### src/rtl/enc4to2_seq_if.sv
// Request/result bundle for the registered 4-to-2 encoder.
// The master drives requests and acceptance; the slave (encoder) returns codes and status.
interface enc4to2_seq_if;
    logic [3:0] req;
    logic       out_ready;
    logic       ovf_clr;
    logic       out_valid;
    logic [1:0] out_code;
    logic       busy;
    logic       ovf;

    modport master (
        output req,
        output out_ready,
        output ovf_clr,
        input  out_valid,
        input  out_code,
        input  busy,
        input  ovf
    );

    modport slave (
        input  req,
        input  out_ready,
        input  ovf_clr,
        output out_valid,
        output out_code,
        output busy,
        output ovf
    );
endinterface

### src/rtl/enc4to2_seq.sv
// Registered 4-to-2 encoder: collects request pulses into a pending set and
// emits their binary indices one per accepted cycle, fixed or rotating priority.
module enc4to2_seq #(
    parameter bit ROUND_ROBIN = 1'b0
) (
    input  logic         clk,
    input  logic         rst_n,
    enc4to2_seq_if.slave bus
);

    // Output handshake: once out_valid is high, out_code is frozen until
    // out_valid & out_ready; out_valid only falls after an acceptance (or reset).
    logic [3:0] pending;
    logic       out_valid_q;
    logic [1:0] out_code_q;
    logic       ovf_q;
    logic [1:0] rr_ptr;

    logic [3:0] avail;
    logic       load;
    logic       ovf_set;
    logic [1:0] pick_idx;
    logic       pick_found;
    logic [1:0] cand;

    assign avail   = pending | bus.req;
    assign load    = !out_valid_q | bus.out_ready;
    assign ovf_set = |(bus.req & pending);

    // Scan order: 3,2,1,0 in fixed mode; rr_ptr, rr_ptr+1, ... in rotating mode.
    always_comb begin
        pick_found = 1'b0;
        pick_idx   = 2'd0;
        cand       = 2'd0;
        for (int k = 0; k < 4; k++) begin
            cand = ROUND_ROBIN ? (rr_ptr + 2'(k)) : 2'(3 - k);
            if (!pick_found && avail[cand]) begin
                pick_found = 1'b1;
                pick_idx   = cand;
            end
        end
    end

    always_ff @(posedge clk) begin
        if (!rst_n) begin
            pending     <= 4'b0000;
            out_valid_q <= 1'b0;
            out_code_q  <= 2'b00;
            ovf_q       <= 1'b0;
            rr_ptr      <= 2'd0;
        end else begin
            // A fresh overflow beats a clear arriving in the same cycle.
            if (ovf_set) begin
                ovf_q <= 1'b1;
            end else if (bus.ovf_clr) begin
                ovf_q <= 1'b0;
            end

            if (load) begin
                if (pick_found) begin
                    out_valid_q <= 1'b1;
                    out_code_q  <= pick_idx;
                    pending     <= avail & ~(4'b0001 << pick_idx);
                    if (ROUND_ROBIN) begin
                        rr_ptr <= pick_idx + 2'd1;
                    end
                end else begin
                    out_valid_q <= 1'b0;
                    pending     <= avail;
                end
            end else begin
                pending <= avail;
            end
        end
    end

    assign bus.out_valid = out_valid_q;
    assign bus.out_code  = out_code_q;
    assign bus.ovf       = ovf_q;
    assign bus.busy      = (pending != 4'b0000) | out_valid_q;

endmodule

### src/flat_wrapper.sv
// flat-port wrapper written by rule: the top's interface ports become plain ports
module enc4to2_seq_flat 
#(
    parameter bit ROUND_ROBIN = 1'b0
)
  (clk, rst_n, bus_req, bus_out_ready, bus_ovf_clr, bus_out_valid, bus_out_code, bus_busy, bus_ovf);
  enc4to2_seq_if bus_i ();
  input  logic clk;
  input  logic rst_n;
  input wire logic [$bits(bus_i.req)-1:0] bus_req;
  input wire logic [$bits(bus_i.out_ready)-1:0] bus_out_ready;
  input wire logic [$bits(bus_i.ovf_clr)-1:0] bus_ovf_clr;
  output wire logic [$bits(bus_i.out_valid)-1:0] bus_out_valid;
  output wire logic [$bits(bus_i.out_code)-1:0] bus_out_code;
  output wire logic [$bits(bus_i.busy)-1:0] bus_busy;
  output wire logic [$bits(bus_i.ovf)-1:0] bus_ovf;
  assign bus_i.req = bus_req;
  assign bus_i.out_ready = bus_out_ready;
  assign bus_i.ovf_clr = bus_ovf_clr;
  assign bus_out_valid = bus_i.out_valid;
  assign bus_out_code = bus_i.out_code;
  assign bus_busy = bus_i.busy;
  assign bus_ovf = bus_i.ovf;
  enc4to2_seq #(.ROUND_ROBIN(ROUND_ROBIN)) u_core (.clk(clk), .rst_n(rst_n), .bus(bus_i));
endmodule
### config.mk
export PLATFORM = sky130hd
export DESIGN_NAME = enc4to2_seq_flat
export DESIGN_NICKNAME = d
export VERILOG_FILES = /design/src/rtl/enc4to2_seq_if.sv /design/src/rtl/enc4to2_seq.sv /design/src/flat_wrapper.sv
export SDC_FILE = /design/constraint.sdc
export NUM_CORES = 1
export LEC_CHECK = 0
export CORE_AREA = 2 2 39 41
export CTS_CLUSTER_DIAMETER = 200
export CTS_CLUSTER_SIZE = 12
export DETAILED_ROUTE_END_ITERATION = 12
export DIE_AREA = 0 0 41 43
export GPL_TIMING_DRIVEN = 0
export HOLD_SLACK_MARGIN = 0.05
export PLACE_DENSITY = 0.61
export SLEW_MARGIN = 40
export SYNTH_ARGS = -nofsm -noshare
export SYNTH_HDL_FRONTEND = slang
export SYNTH_SLANG_ARGS = --single-unit
### constraint.sdc
create_clock -name clk -period 1.6 [get_ports clk]
set_input_delay 0.32 -clock clk [delete_from_list [all_inputs] [get_ports clk]]
set_output_delay 0.32 -clock clk [all_outputs]
set_load 0.03 [all_outputs]
Word-level counts from Yosys, hierarchy flattened
Index checks and enable logic that the tools add are counted.
{"block": "totals", "ff_bits": 8, "latchBits": 0, "mem_bits_rw": 0, "romBits": 0, "input_bits": 8, "output_inout_bits": 5, "word_cells": 35, "memories": 0}
{"block": "classes", "add_sub_neg": 0, "mul": 0, "div_mod_pow": 0, "order_cmp": 0, "n_eq_ne": 0, "shift": 1, "muxes": 13, "bitwise_logic": 6, "reduce_logical": 11}
{"operator": "$and A4 B4 Y4", "n": 2}
{"operator": "$mux W2", "n": 4}
{"operator": "$mux W4", "n": 2}
{"operator": "$mux W1", "n": 7}
{"operator": "$logic_not A1 Y1", "n": 4}
{"operator": "$not A4 Y4", "n": 1}
{"operator": "$or A4 B4 Y4", "n": 1}
{"operator": "$reduce_bool A4 Y1", "n": 1}
{"operator": "$reduce_or A4 Y1", "n": 1}
{"operator": "$shl A1 B2 Y4 const A", "n": 1}
{"operator": "$logic_and A1 B1 Y1", "n": 3}
{"operator": "$or A1 B1 Y1", "n": 2}
{"operator": "$reduce_and A2 Y1", "n": 1}
{"operator": "$reduce_bool A2 Y1", "n": 1}

Logic depth before layout (Yosys ltp)
{"block": "depth", "ltp_word": 16, "depth_mapped": 3}

Worst setup path before layout
OpenSTA, ideal clock, no wires.
{"block": "synth_timing", "path_type": "flip-flop to flip-flop", "from": "register u_core.out_valid_q, in the netlist u_core.bus.out_valid", "to": "register u_core.out_code_q[0], in the netlist u_core.bus.out_code[0]", "setup_time_ns": 0.119, "arrival_ns": 1.158, "t_required_ns": 1.481, "setup_slack_ns": 0.324, "stages_incl_launch_ff": 4, "n_path_buf": 0, "period_less_slack_ns": 1.276, "path_cell_list": "dfxtp_1 > nor2b_4 > or3_1 > o221a_1"}
{"block": "synth_between", "elab_chain_len": 3}
{"element": "from (decl)", "line_no": "enc4to2_seq.sv:14", "source": "logic out_valid_q;"}
{"element": "from (signal assigned)", "line_no": "enc4to2_seq.sv:47", "source": "out_valid_q <= 1'b0;"}
{"element": "from (signal assigned)", "line_no": "enc4to2_seq.sv:61", "source": "out_valid_q <= 1'b1;"}
{"element": "from (signal assigned)", "line_no": "enc4to2_seq.sv:68", "source": "out_valid_q <= 1'b0;"}
{"element": "$logic_not A1 Y1", "line_no": "enc4to2_seq.sv:27", "source": "assign load = !out_valid_q | bus.out_ready;"}
{"element": "$or A1 B1 Y1", "line_no": "enc4to2_seq.sv:27"}
{"element": "$reduce_and A2 Y1 (no line)"}
{"element": "to (signal assigned)", "line_no": "enc4to2_seq.sv:62", "source": "out_code_q <= pick_idx;"}
{"element": "to (decl)", "line_no": "enc4to2_seq.sv:15", "source": "logic [1:0] out_code_q;"}
Every way passes these cells.
A chain may end at the register's enable or synchronous reset.

Worst setup path in the final report
{"block": "layout_timing", "from": "register u_core.out_code_q[0], in the netlist u_core.bus.out_code[0]", "to": "output bus_out_code[0]"}
{"element": "to (decl)", "line_no": "flat_wrapper.sv:14", "source": "output wire logic [$bits(bus_i.out_code)-1:0] bus_out_code;"}
No word-level cell between the ends.

==> impl_metrics.env <==
export IMPL_status="finished, final reports clean"
export IMPL_synth_area_leader_cell="dfxtp_1"
export IMPL_worst_slew_pin_slew_ns=0.5069
export IMPL_areaGrowthSynthToFinish_pct=46.48
export IMPL_cts_made_buffers=3
export IMPL_cpPeakStageDelay_ns=0.67
export IMPL_remaining_drc_errors=0
export IMPL_num_rows=14
export IMPL_cts_tree="yes"
export IMPL_worstPathMaxFanout=2
export IMPL_p_total_w=0.0004916
export IMPL_grt_max_degree=9
export IMPL_final_max_slew_violation_count=0
export IMPL_whs_ns=0.4660
export IMPL_fin_skew_ns=0.008412
export IMPL_synthTopCellsByCount="dfxtp_1, nand2_1, nor2_1"
export IMPL_holdPathStages=2
export IMPL_multi_input_comb_area_sq_um=191.4
export IMPL_worst_setup_path_end_kind="output pin"
export IMPL_path_depth=1
export IMPL_reg2reg_depth=3
export IMPL_slowest_stage="clkdlybuf4s50_1"
export IMPL_yosysTopAreaCellShare_pct=45.07
export IMPL_crit_family="buffers and inverters"
export IMPL_fillers=141
export IMPL_rsz0062_at_grt="false"
export IMPL_min_from="u_core.bus.out_code[1]$_SDFFE_PN0P_"
export IMPL_power_density_mw_per_mm2=944.5
export IMPL_clock_sinks=8
export IMPL_fp_dieH_um=43
export IMPL_synthFlopType="dfxtp_1"
export IMPL_gp_congestion=0.6740
export IMPL_period_share_pct=97.49
export IMPL_synth_warnings=0
export IMPL_worstHoldEndpoint="u_core.bus.out_code[1]$_SDFFE_PN0P_"
export IMPL_grt_overflow_total=0
export IMPL_synth_edff_count=0
export IMPL_die_area_sq_mm=0.001763
export IMPL_postCtsSetupBuffers=0
export IMPL_seq_area_frac_synth_pct=45.07
export IMPL_r2r_slack_ns=0.28
export IMPL_antenna_found_initial=0
export IMPL_drtAntennaViolNets=0
export IMPL_regArea_sq_um=160.2
export IMPL_irDropWorstVdd_mv=0.4639
export IMPL_cellInternalPower_w=0.0003533
export IMPL_port_buffers=12
export IMPL_root_buffer="clkbuf_4"
export IMPL_hold_viol_final=0
export IMPL_synth_most_common_cell="dfxtp_1"
export IMPL_critPathKind="register to output pin"
export IMPL_relSlewSlack_pct=65.90
export IMPL_fmax_mhz=641.1
export IMPL_cp_data_required_time_ns=1.28
export IMPL_clock_latency_ns=0.26
export IMPL_grt_pass1_vias=305
export IMPL_switching_share_pct=28.14
export IMPL_async_reset_ff_share_pct=0
export IMPL_r2r_end="u_core.bus.out_code[0]$_SDFFE_PN0P_"
export IMPL_cts_hold_buf=0
export IMPL_path_clk_slew_ns=0.05
export IMPL_r2r_start="u_core.pending[0]$_SDFF_PN0_"
export IMPL_num_vias=336
export IMPL_synth_area_leaders="dfxtp_1, a21boi_1, nor2b_4"
export IMPL_syn_nets=45
export IMPL_ios=13
export IMPL_start_kind="register"
export IMPL_power_frac_comb_pct=21.7
export IMPL_hold_path_class="register to register"
export IMPL_cp_arrival_ns=1.24
export IMPL_fin_crit_ns=1.560
export IMPL_cts_max_level=1
export IMPL_setup_viol=0
export IMPL_start_util_pct=25.68
export IMPL_via_per_inst=4.941
export IMPL_synthesis_area_sq_um=355.3
export IMPL_power_switching_w=0.0001384
export IMPL_drtIter0Drc=11
export IMPL_die_x_um=41
export IMPL_n_antenna_cell=0
export IMPL_first_pass_iters=5
export IMPL_synth_ff_latch_count=8
export IMPL_path_buf_inv=1
export IMPL_synthCells=37
export IMPL_core_area_sq_mm=0.001384
export IMPL_hpwl_um=579.5
export IMPL_cts_buffer_depth=2
export IMPL_drive_gt1_share_pct=11.54
export IMPL_syn_avg_cell_area_sq_um=9.604
export IMPL_wl_um=814
export IMPL_grt_first_pass_wirelength_um=1324
export IMPL_clkPwrFrac_pct=32.2
export IMPL_grtUsageTotal_pct=12.29
export IMPL_maxCapViolations=0
export IMPL_final_net_count=62
export IMPL_path_cells="clkdlybuf4s50_1"
export IMPL_wire_per_inst_um=11.97
export IMPL_ys_types=22
export IMPL_seqPwrFrac_pct=46.2
export IMPL_p_leak_nw=0.2303
kinds of logic after synthesis:
| logic type | synth area share [%] |
|---|---|
| and+or+nand+nor | 28.87 |
| AOI/OAI and AO/OA | 25.00 |
| buffers and inverters | 1.055 |
| DFF | 45.07 |
cell usage in the layout, fill, tap and decap left out:
cell,instances
a211oi_1,1
a21boi_0,1
a21boi_1,2
a21oi_1,2
a222oi_1,1
a22oi_1,1
clkbuf_4,3
clkdlybuf4s50_1,8
dfxtp_1,8
dlygate4sd2_1,2
dlymetal6s2s_1,2
inv_1,1
nand2_1,3
nand2b_1,1
nor2_1,3
nor2_4,1
nor2b_4,1
nor3_1,1
nor3b_1,1
nor4_1,2
o211a_1,1
o21ai_0,2
o221a_1,1
or2_1,1
or3_1,1
or4_4,1
state kept, by name, indices dropped and copies added (netlist names):
| signal | flops |
|---|---|
| u_core.bus.ovf | 1 |
| u_core.bus.out_valid | 1 |
| u_core.bus.out_code | 2 |
| u_core.pending | 4 |
power by group through the flow:
stage	combinational [W]	sequential [W]	clock, W
4_1_cts	0.000108	0.000227	0.000162
3_3_place_gp	0.000110	0.000231	0
5_1_grt	0.000116	0.000230	0.000173
3_5_place_dp	0.000110	0.000231	0
2_1_floorplan	0.0000428	0.000246	0
6_report	0.000107	0.000227	0.000158
per-stage QoR:
stage	worst slack (ns)	instances	util [%]	cell area, sq um	setup TNS (ns)
after floorplan	0.3236	37	-	355.3	0
after global placement	-0.1904	65	35.80	495.5	-0.5158
after detailed placement	-0.1792	65	35.80	495.5	-0.5020
after CTS	0.008346	68	37.25	515.5	0
after global routing	0.003772	68	37.61	520.5	0
final	0.04010	68	37.61	520.5	0
per-layer routing:
layer	share of wire, %	global-route usage (%)	up-vias
met5	0	0	-
met4	5.5	14.00	0
met3	8.5	4.712	4
met2	39	13.75	17
met1	47	15.58	141
li1	-	-	174
area by class of cell:
| class | count | share of cell area, % |
|---|---|---|
| clock buffer | 3 | 4.327 |
| inverter | 1 | 0.7212 |
| multi-input combinational | 28 | 36.78 |
| sequential | 8 | 30.77 |
| tap | 16 | 3.846 |
| timing repair buffer | 12 | 23.56 |
what timing repair did:
action,in CTS,in global routing
resized for setup,2,2
setup endpoints to repair,2,2
pin swaps,0,0
worst max path at each step:
stage                                              startpoint                                  end  slack (ns)
after global placement                             bus_req[0]  u_core.bus.out_code[0]$_SDFFE_PN0P_       -0.19
final                     u_core.bus.out_code[0]$_SDFFE_PN0P_                      bus_out_code[0]        0.04
after detailed placement                           bus_req[0]  u_core.bus.out_code[0]$_SDFFE_PN0P_       -0.18
after CTS                         u_core.bus.ovf$_SDFFE_PN0P_                              bus_ovf       0.008
after floorplan             u_core.bus.out_valid$_SDFFE_PN0N_  u_core.bus.out_code[0]$_SDFFE_PN0P_        0.32
after global routing                               bus_req[0]  u_core.bus.out_code[0]$_SDFFE_PN0P_       0.004
Note: power is estimated with default switching activity, not from simulation.
